$ cat config.mk
export PLATFORM = sky130hd
export DESIGN_NAME = tint_conflict_monitor
export DESIGN_NICKNAME = d
export VERILOG_FILES = /design/src/rtl/tint_conflict_monitor.sv
export SDC_FILE = /design/constraint.sdc
export NUM_CORES = 1
export LEC_CHECK = 0
export BUFFER_PORTS_ARGS = -buffer_cell sky130_fd_sc_hd__buf_2
export CORE_UTILIZATION = 55
export DETAILED_ROUTE_END_ITERATION = 6
export GPL_TIMING_DRIVEN = 0
export PLACE_DENSITY = 0.81
export REMOVE_ABC_BUFFERS = 1
export SETUP_SLACK_MARGIN = 0.5
export SYNTH_ARGS = -nofsm -noshare
export SYNTH_HDL_FRONTEND = slang
export SYNTH_SLANG_ARGS = --single-unit
$ cat constraint.sdc
create_clock -name clk -period 7.9 [get_ports clk]
set_clock_uncertainty 0.2 [all_clocks]
set_input_delay 1.58 -clock clk [delete_from_list [all_inputs] [get_ports clk]]
set_output_delay 1.58 -clock clk [all_outputs]
set_load 0.02 [all_outputs]
$ cat src/rtl/tint_conflict_monitor.sv
// tint_conflict_monitor
//
// Safety stage between the T-intersection phase controller and the lamp
// drivers. Every cycle the four controller lamp codes are registered (stage 1)
// and then checked against the last accepted pattern (stage 2). Legal samples
// are forwarded to the registered lamp outputs; the first violation latches a
// sticky fault with its cause and replaces all heads with flashing amber until
// an operator clear, followed by an all-red recovery and a re-seed.
//
// Ports
//   clk                   : single clock, rising edge
//   rst_n                 : asynchronous active-low reset
//   light_LS/BR/LR/RB [3] : controller lamp codes (001 green, 010 amber, 100 red)
//   fault_clr             : single-cycle clear request, only acted on in FAULT
//   lamp_LS/BR/LR/RB  [3] : registered lamp drive
//   fault                 : sticky fault flag
//   fault_code        [3] : first cause (1 code, 2 conflict, 3 transition,
//                           4 short amber, 5 watchdog), 0 when no fault
//
// State  | meaning
// INIT   | lamps red, seed previous pattern from the sample, clear counters
// RUN    | check each sample, forward legal samples to the lamps
// FAULT  | flashing amber, cause held, waiting for fault_clr
// RECOVER| lamps red for RECOVER_CYC cycles, then INIT
module tint_conflict_monitor #(
    parameter int AMBER_MIN   = 3,
    parameter int WDOG_MAX    = 16,
    parameter int FLASH_HALF  = 4,
    parameter int RECOVER_CYC = 4
) (
    input  logic       clk,
    input  logic       rst_n,
    input  logic [2:0] light_LS,
    input  logic [2:0] light_BR,
    input  logic [2:0] light_LR,
    input  logic [2:0] light_RB,
    input  logic       fault_clr,
    output logic [2:0] lamp_LS,
    output logic [2:0] lamp_BR,
    output logic [2:0] lamp_LR,
    output logic [2:0] lamp_RB,
    output logic       fault,
    output logic [2:0] fault_code
);

    localparam logic [2:0] GRN = 3'b001;
    localparam logic [2:0] AMB = 3'b010;
    localparam logic [2:0] RED = 3'b100;

    // Head index: 3 = LS, 2 = BR, 1 = LR, 0 = RB
    localparam logic [3:0][2:0] ALL_RED = {4{RED}};
    localparam logic [3:0][2:0] ALL_AMB = {4{AMB}};

    localparam int AW = $clog2(AMBER_MIN + 1);
    localparam int WW = $clog2(WDOG_MAX + 1);
    localparam int FW = $clog2(2 * FLASH_HALF);
    localparam int RW = $clog2(RECOVER_CYC + 1);

    localparam logic [AW-1:0] AMB_MIN_C = AW'(AMBER_MIN);
    localparam logic [WW-1:0] WD_MAX_C  = WW'(WDOG_MAX);
    localparam logic [WW-1:0] WD_LAST_C = WW'(WDOG_MAX - 1);
    localparam logic [FW-1:0] FC_LAST_C = FW'(2 * FLASH_HALF - 1);
    localparam logic [FW-1:0] FH_C      = FW'(FLASH_HALF);
    localparam logic [RW-1:0] RC_LAST_C = RW'(RECOVER_CYC - 1);

    typedef enum logic [1:0] {ST_INIT, ST_RUN, ST_FAULT, ST_RECOVER} state_t;

    state_t                  state_q, state_d;
    logic [3:0][2:0]         s_q;
    logic [3:0][2:0]         p_q, p_d;
    logic [3:0][2:0]         lamp_q, lamp_d;
    logic [3:0][AW-1:0]      amb_q, amb_d, amb_nx;
    logic [WW-1:0]           wd_q, wd_d, wd_nx;
    logic [FW-1:0]           fc_q, fc_d, fc_nx;
    logic [RW-1:0]           rc_q, rc_d;
    logic                    fault_q, fault_d;
    logic [2:0]              code_q, code_d;

    logic [3:0]              act;
    logic                    illegal, conflict, trans_bad, short_amb, same, wd_hit;
    logic [2:0]              cause;

    always_comb begin
        act       = '0;
        illegal   = 1'b0;
        trans_bad = 1'b0;
        short_amb = 1'b0;
        amb_nx    = '0;
        for (int h = 0; h < 4; h++) begin
            act[h] = (s_q[h] == GRN) || (s_q[h] == AMB);
            if (!((s_q[h] == GRN) || (s_q[h] == AMB) || (s_q[h] == RED)))
                illegal = 1'b1;
            if (((p_q[h] == RED) && (s_q[h] == AMB)) ||
                ((p_q[h] == AMB) && (s_q[h] == GRN)) ||
                ((p_q[h] == GRN) && (s_q[h] == RED)))
                trans_bad = 1'b1;
            // amb_q counts amber samples already accepted, so on amber->red it
            // holds the full length of the amber interval just ended.
            if ((p_q[h] == AMB) && (s_q[h] == RED) && (amb_q[h] < AMB_MIN_C))
                short_amb = 1'b1;
            if (s_q[h] == AMB)
                amb_nx[h] = (amb_q[h] == AMB_MIN_C) ? amb_q[h] : amb_q[h] + AW'(1);
        end
        // RB/LR, BR/LS, BR/RB, BR/LR
        conflict = (act[0] & act[1]) | (act[2] & act[3]) |
                   (act[2] & act[0]) | (act[2] & act[1]);
        same   = (s_q == p_q);
        wd_nx  = same ? ((wd_q == WD_MAX_C) ? wd_q : wd_q + WW'(1)) : '0;
        wd_hit = same && (wd_q >= WD_LAST_C);

        if (illegal)        cause = 3'd1;
        else if (conflict)  cause = 3'd2;
        else if (trans_bad) cause = 3'd3;
        else if (short_amb) cause = 3'd4;
        else if (wd_hit)    cause = 3'd5;
        else                cause = 3'd0;

        fc_nx = (fc_q == FC_LAST_C) ? '0 : fc_q + FW'(1);
    end

    always_comb begin
        state_d = state_q;
        p_d     = p_q;
        lamp_d  = lamp_q;
        amb_d   = amb_q;
        wd_d    = wd_q;
        fc_d    = fc_q;
        rc_d    = rc_q;
        fault_d = fault_q;
        code_d  = code_q;
        case (state_q)
            ST_INIT: begin
                p_d     = s_q;
                amb_d   = '0;
                wd_d    = '0;
                lamp_d  = ALL_RED;
                state_d = ST_RUN;
            end
            ST_RUN: begin
                if (cause != 3'd0) begin
                    state_d = ST_FAULT;
                    fault_d = 1'b1;
                    code_d  = cause;
                    lamp_d  = ALL_AMB;
                    fc_d    = '0;
                end else begin
                    lamp_d = s_q;
                    p_d    = s_q;
                    amb_d  = amb_nx;
                    wd_d   = wd_nx;
                end
            end
            ST_FAULT: begin
                if (fault_clr) begin
                    state_d = ST_RECOVER;
                    fault_d = 1'b0;
                    code_d  = 3'd0;
                    lamp_d  = ALL_RED;
                    rc_d    = '0;
                end else begin
                    fc_d   = fc_nx;
                    lamp_d = (fc_nx < FH_C) ? ALL_AMB : '0;
                end
            end
            ST_RECOVER: begin
                lamp_d = ALL_RED;
                if (rc_q == RC_LAST_C) state_d = ST_INIT;
                else                   rc_d = rc_q + RW'(1);
            end
            default: state_d = ST_INIT;
        endcase
    end

    always_ff @(posedge clk or negedge rst_n) begin
        if (!rst_n) begin
            state_q <= ST_INIT;
            s_q     <= ALL_RED;
            p_q     <= ALL_RED;
            lamp_q  <= ALL_RED;
            amb_q   <= '0;
            wd_q    <= '0;
            fc_q    <= '0;
            rc_q    <= '0;
            fault_q <= 1'b0;
            code_q  <= 3'd0;
        end else begin
            state_q <= state_d;
            s_q     <= {light_LS, light_BR, light_LR, light_RB};
            p_q     <= p_d;
            lamp_q  <= lamp_d;
            amb_q   <= amb_d;
            wd_q    <= wd_d;
            fc_q    <= fc_d;
            rc_q    <= rc_d;
            fault_q <= fault_d;
            code_q  <= code_d;
        end
    end

    assign lamp_LS    = lamp_q[3];
    assign lamp_BR    = lamp_q[2];
    assign lamp_LR    = lamp_q[1];
    assign lamp_RB    = lamp_q[0];
    assign fault      = fault_q;
    assign fault_code = code_q;

endmodule
; ---- Word-level counts from Yosys, hierarchy flattened
; Cells that the tools add are included.
[word_totals]
ff_bits = 61
inputBits = 15
output_inout_bits = 16
word_cells = 194
[op_classes]
addsub = 7
order_cmp = 6
n_eq_ne = 46
muxes = 53
bitwise = 7
reduce_logical = 53
[ops]
columns = operator, n
row1 = $mux W12, 3
row2 = $pmux W12 S3, 1
row3 = $mux W3, 11
row4 = $eq A3 B2 Y1 const B, 9
row5 = $eq A3 B3 Y1 const B, 9
row6 = $reduce_and A3 Y1, 9
row7 = $eq A3 B1 Y1 const B, 8
row8 = $pmux W12 S2, 1
row9 = $mux W2, 11
row10 = $logic_and A1 B1 Y1, 21
row11 = $pmux W3 S2, 3
row12 = $logic_or A1 B1 Y1, 16
row13 = $pmux W8 S2, 1
row14 = $mux W5, 3
row15 = $ne A3 B3 Y1 const B, 5
row16 = $mux W1, 14
row17 = $eq A12 B12 Y1, 1
row18 = $eq A2 B2 Y1 const B, 6
row19 = $ne A2 B2 Y1 const B, 6
row20 = $mux W11, 1
row21 = $pmux W5 S2, 1
row22 = $add A2 B1 Y2 const B, 4
row23 = $lt A2 B2 Y1 const B, 4
row24 = $mux W8, 1
row25 = other kinds (15), 23

; ---- Longest topological paths before layout
[depth]
depth_word = 14
depth_mapped = 11
ltp_nobuf = 9

; ---- Least setup slack after synthesis
; Ideal clock, no wire load.
[synth_timing]
path_type = input-to-reg
start = input fault_clr
end = register state_q[1]
setup_time_ps = 125
t_arrival_ps = 2505
setup_slack_ps = 5070
cell_stages = 6
path_buffers = 1
cell_sequence = clkbuf_1 -> inv_1 -> nand2_1 -> nand2_1 -> a21oi_2 -> mux2_2
[synth_between]
elab_chain_len = 2
[synth_lines]
columns = item, line
row1 = "start, declared", 37  ; input logic fault_clr,
row2 = $ne A2 B2 Y1 (no source line), --
row3 = $reduce_and A3 Y1 (no source line), --
row4 = "end signal, assigned", 187  ; state_q <= state_d;
row5 = "end, declared", 68  ; state_t state_q, state_d;
; Every way passes these cells.
; A chain may end at the register's enable or synchronous reset.

; ---- Worst setup path in the final report
[layout_timing]
start = register s_q[11] (netlist name)
end = register p_q[9] (netlist name)
[layout_between]
elab_chain_len = 11
word_cells_on_any_way = 29
cone_classes = eq/ne (5) / mux (8) / bitwise (4) / reduce/logical (12)
[layout_lines]
columns = item, line
row1 = "start, declared", 69  ; logic [3:0][2:0] s_q;
row2 = "start signal, assigned", 188  ; s_q <= {light_LS, light_BR, light_LR, light_RB};
row3 = $eq A3 B1 Y1 (tied with other cells), "90, 91, 94"
row4 = $logic_or A1 B1 Y1 (tied with other cells), "90, 91"
row5 = $and A1 B1 Y1 (tied with other cells), 105  ; conflict = (act[0] & act[1]) | (act[2] & act[3]) |
row6 = $or A1 B1 Y1 (tied with other cells) (2 in series), 105
row7 = $or A1 B1 Y1 / $mux W3 (equally long branches), "106, 113"
row8 = $mux W3, 112  ; else if (conflict) cause = 3'd2;
row9 = $mux W3 (*), 111  ; if (illegal) cause = 3'd1;
row10 = $reduce_bool A3 Y1 (*), 140  ; if (cause != 3'd0) begin
row11 = $ne A2 B2 Y1 (no source line) (*), --
row12 = $reduce_and A2 Y1 (no source line) (*), --
row13 = "end signal, assigned", 189  ; p_q <= p_d;
row14 = "end, declared", 70  ; logic [3:0][2:0] p_q, p_d;
; Mark *: on every way between the ends. The rest lies on a longest branch, timed or not.

==> impl_metrics.toml <==
[setup_path]
cp_cell_sequence = "xor2_1 -> nor4_1 -> nand4_1 -> and4_4 -> a21oi_4 -> mux2_2"
crit_buf_inv = 0
cp-end-kind = "flop"
cp_top_family = "simple AND/OR/NAND/NOR gates"
critPathLaunchType = "flop"
max_stage_delay_ns = 0.67
critPathArrivalTime_ns = 3.34
worstPathRequired_ns = 7.93
path_class = "flop to flop"
critPathMaxFanout = 20
cp_slowest_cell = "dfstp_2"

[placement]
hpwl_um = 5280
place_inst = 427
place_area_um2 = 3640
gp_congestion = 0.881
portBuffers = 30

[logic_synthesis]
syn_area_um2 = 3560
yosysMostFrequentCell = "dfrtp_1"
synth_flop_cell = "dfrtp_1"
synth_edf_count = 0
ys_ff_latch = 61
synth_commonest_cells = "dfrtp_1 (49), inv_1 (25), nand2_1 (23)"
yosys-top-cells-area = "dfrtp_1 (34%), dfstp_2 (8.9%), ha_1 (5.3%), xor2_1 (3.9%), nor4bb_1 (3.1%)"
ys_seq_area_share_pct = 43.3
syn_area_per_cell_um2 = 10.3
ys_types = 66
yosys.area.top_type = "dfrtp_1"
ys_async_sr_fraction_pct = 100
synth_warnings = 0
synth_top_area_share_pct = 34.5
synth_cells = 346

[clocking]
cts_buffer_depth = 2
clock_sinks = 61
cts_tree = "yes"
cts_root_buf = "clkbuf_8"
cts_buffers = 9
cts_resized = 0
cts.reportedPaths.clkPinSlew_ns = 0.07
holdBufCountCts = 0
cts_setup_buffers = 0
clock_latency_ns = 0.34
htreeDepth = 3

[sta]
finalCritPeriodShare_pct = 41.8
timing.final.hold_violations = 0
rsz0062_at_grt = "false"
max_slew.worst_pin.slew_ns = 0.965
fin_crit_ns = 3.30
slew_violations = 0
finalSetupViolCount = 0
setup-tns-final_ns = 0
slew_headroom_pct = 35.4
max_freq_mhz = 303
holdWs_ns = 0.317

[pwr]
powerDensity_nw_per_um2 = 336
irDropWorstVdd_uv = 189
leakage_uw = 0.00176

[detailed_routing]
vias = 2722
post_drt_wl_per_cell_um = 16.9
ant_nets = 0
routed_wl_um = 7500
drtPass1Iterations = 4
vias_per_cell = 6.14
drt-initial-drc-count = 176
drc = 0

[floorplan]
core_area_um2 = 6100
initial_core_util_pct = 58.4
dieHeight_um = 82.4
ios = 31
fp-row-count = 28
die_w_um = 82.4
die-area_um2 = 6800

[grt]
grt_max_degree = 62
grt_pass1_wl_um = 12500
track_usage_pct = 25.4
grt_pass1_vias = 2596
antenna_found_initial = 0
grt_overflow = 0

[layout]
syn2layout_area_growth_pct = 8.33
utilization_pct = 63.2
nets = 393
fill_cells = 538
fin_cells = 443
fin_area_um2 = 3850
antenna_cells = 0
layout-drive-gt1-share_pct = 21.5

[worst_hold_path]
min_path_type = "flop to flop"

[flow_run]
cap_violations = 0

[run_status]
outcome = "complete, no violations"
## sequential cells by signal (all words and copies together), names as in the netlist
register / flops
fc_q: 3
lamp_BR: 3
state_q: 2
lamp_RB: 3
fault: 1
lamp_LS: 3
rc_q: 3
s_q: 12
amb_q: 8
p_q: 12
lamp_LR: 3
wd_q: 5
fault_code: 3
## report_power, final
group | leakage, uW | total [uW] | internal (uW) | switching [uW]
Sequential | 0.000752 | 498 | 412 | 86.3
Clock | 0.000101 | 296 | 177 | 118
Combinational | 0.000912 | 502 | 221 | 281
Total | 0.00176 | 1300 | 811 | 486
## per-layer routing
layer  up-vias  wire length [um]  global-route usage (%)
met5         -                 0                       0
met4         0                68                    7.54
met3         8               402                    7.80
met2        65              3580                    40.2
met1      1352              3450                    33.4
li1       1297                 -                       -
## metrics by stage
step | worst slack, ns | power (uW)
2_1_floorplan | 5.23 | 869
3_3_place_gp | 4.71 | 980
3_5_place_dp | 4.67 | 1000
4_1_cts | 4.65 | 1300
5_1_grt | 4.41 | 1380
6_report | 4.60 | 1300
## cell type report
| class | instances | area, um2 | area share, % |
|---|---|---|---|
| Clock buffer | 12 | 135 | 3.51 |
| Clock inverter | 4 | 72.6 | 1.88 |
| Inverter | 25 | 93.8 | 2.43 |
| Multi-Input combinational cell | 236 | 1770 | 45.8 |
| Sequential cell | 61 | 1540 | 40.0 |
| Tap cell | 75 | 93.8 | 2.43 |
| Timing Repair Buffer | 30 | 153 | 3.96 |
## final timing paths
kind	from	to	slack (ns)	cells after the start
max reg2reg	s_q[11]$_DFF_PN1_	p_q[9]$_DFFE_PN0P_	4.60	6
max	s_q[11]$_DFF_PN1_	p_q[9]$_DFFE_PN0P_	4.60	6
min reg2reg	wd_q[4]$_DFFE_PN0P_	wd_q[4]$_DFFE_PN0P_	0.32	1
max in group asynchronous	rst_n	state_q[0]$_DFFE_PN0P_	5.89	1
min	wd_q[4]$_DFFE_PN0P_	wd_q[4]$_DFFE_PN0P_	0.32	1
min in group asynchronous	rst_n	wd_q[1]$_DFFE_PN0P_	1.10	1
## kinds of logic after synthesis
kind of cell / count (synthesis) / synth area share [%]
compound gates: 76 / 16.0
xor+xnor: 18 / 4.43
fa+ha+maj: 15 / 5.27
buf+inv: 49 / 7.07
flops: 61 / 43.3
mux: 15 / 5.41
simple gates: 112 / 18.5
## cells in the final DEF (no fill, tap or decap), types with 7 or more instances in the layout
master,Yosys,final
dfstp_2,12,12
nand2_1,23,23
buf_2,9,29
dfrtp_1,49,49
nor2_1,21,21
nor4bb_1,11,11
o21ai_0,14,14
clkbuf_8,0,9
xor2_1,16,16
ha_1,15,15
mux2_4,7,7
nand3_1,12,12
inv_1,25,25
Power figures use the tool's default switching activity.
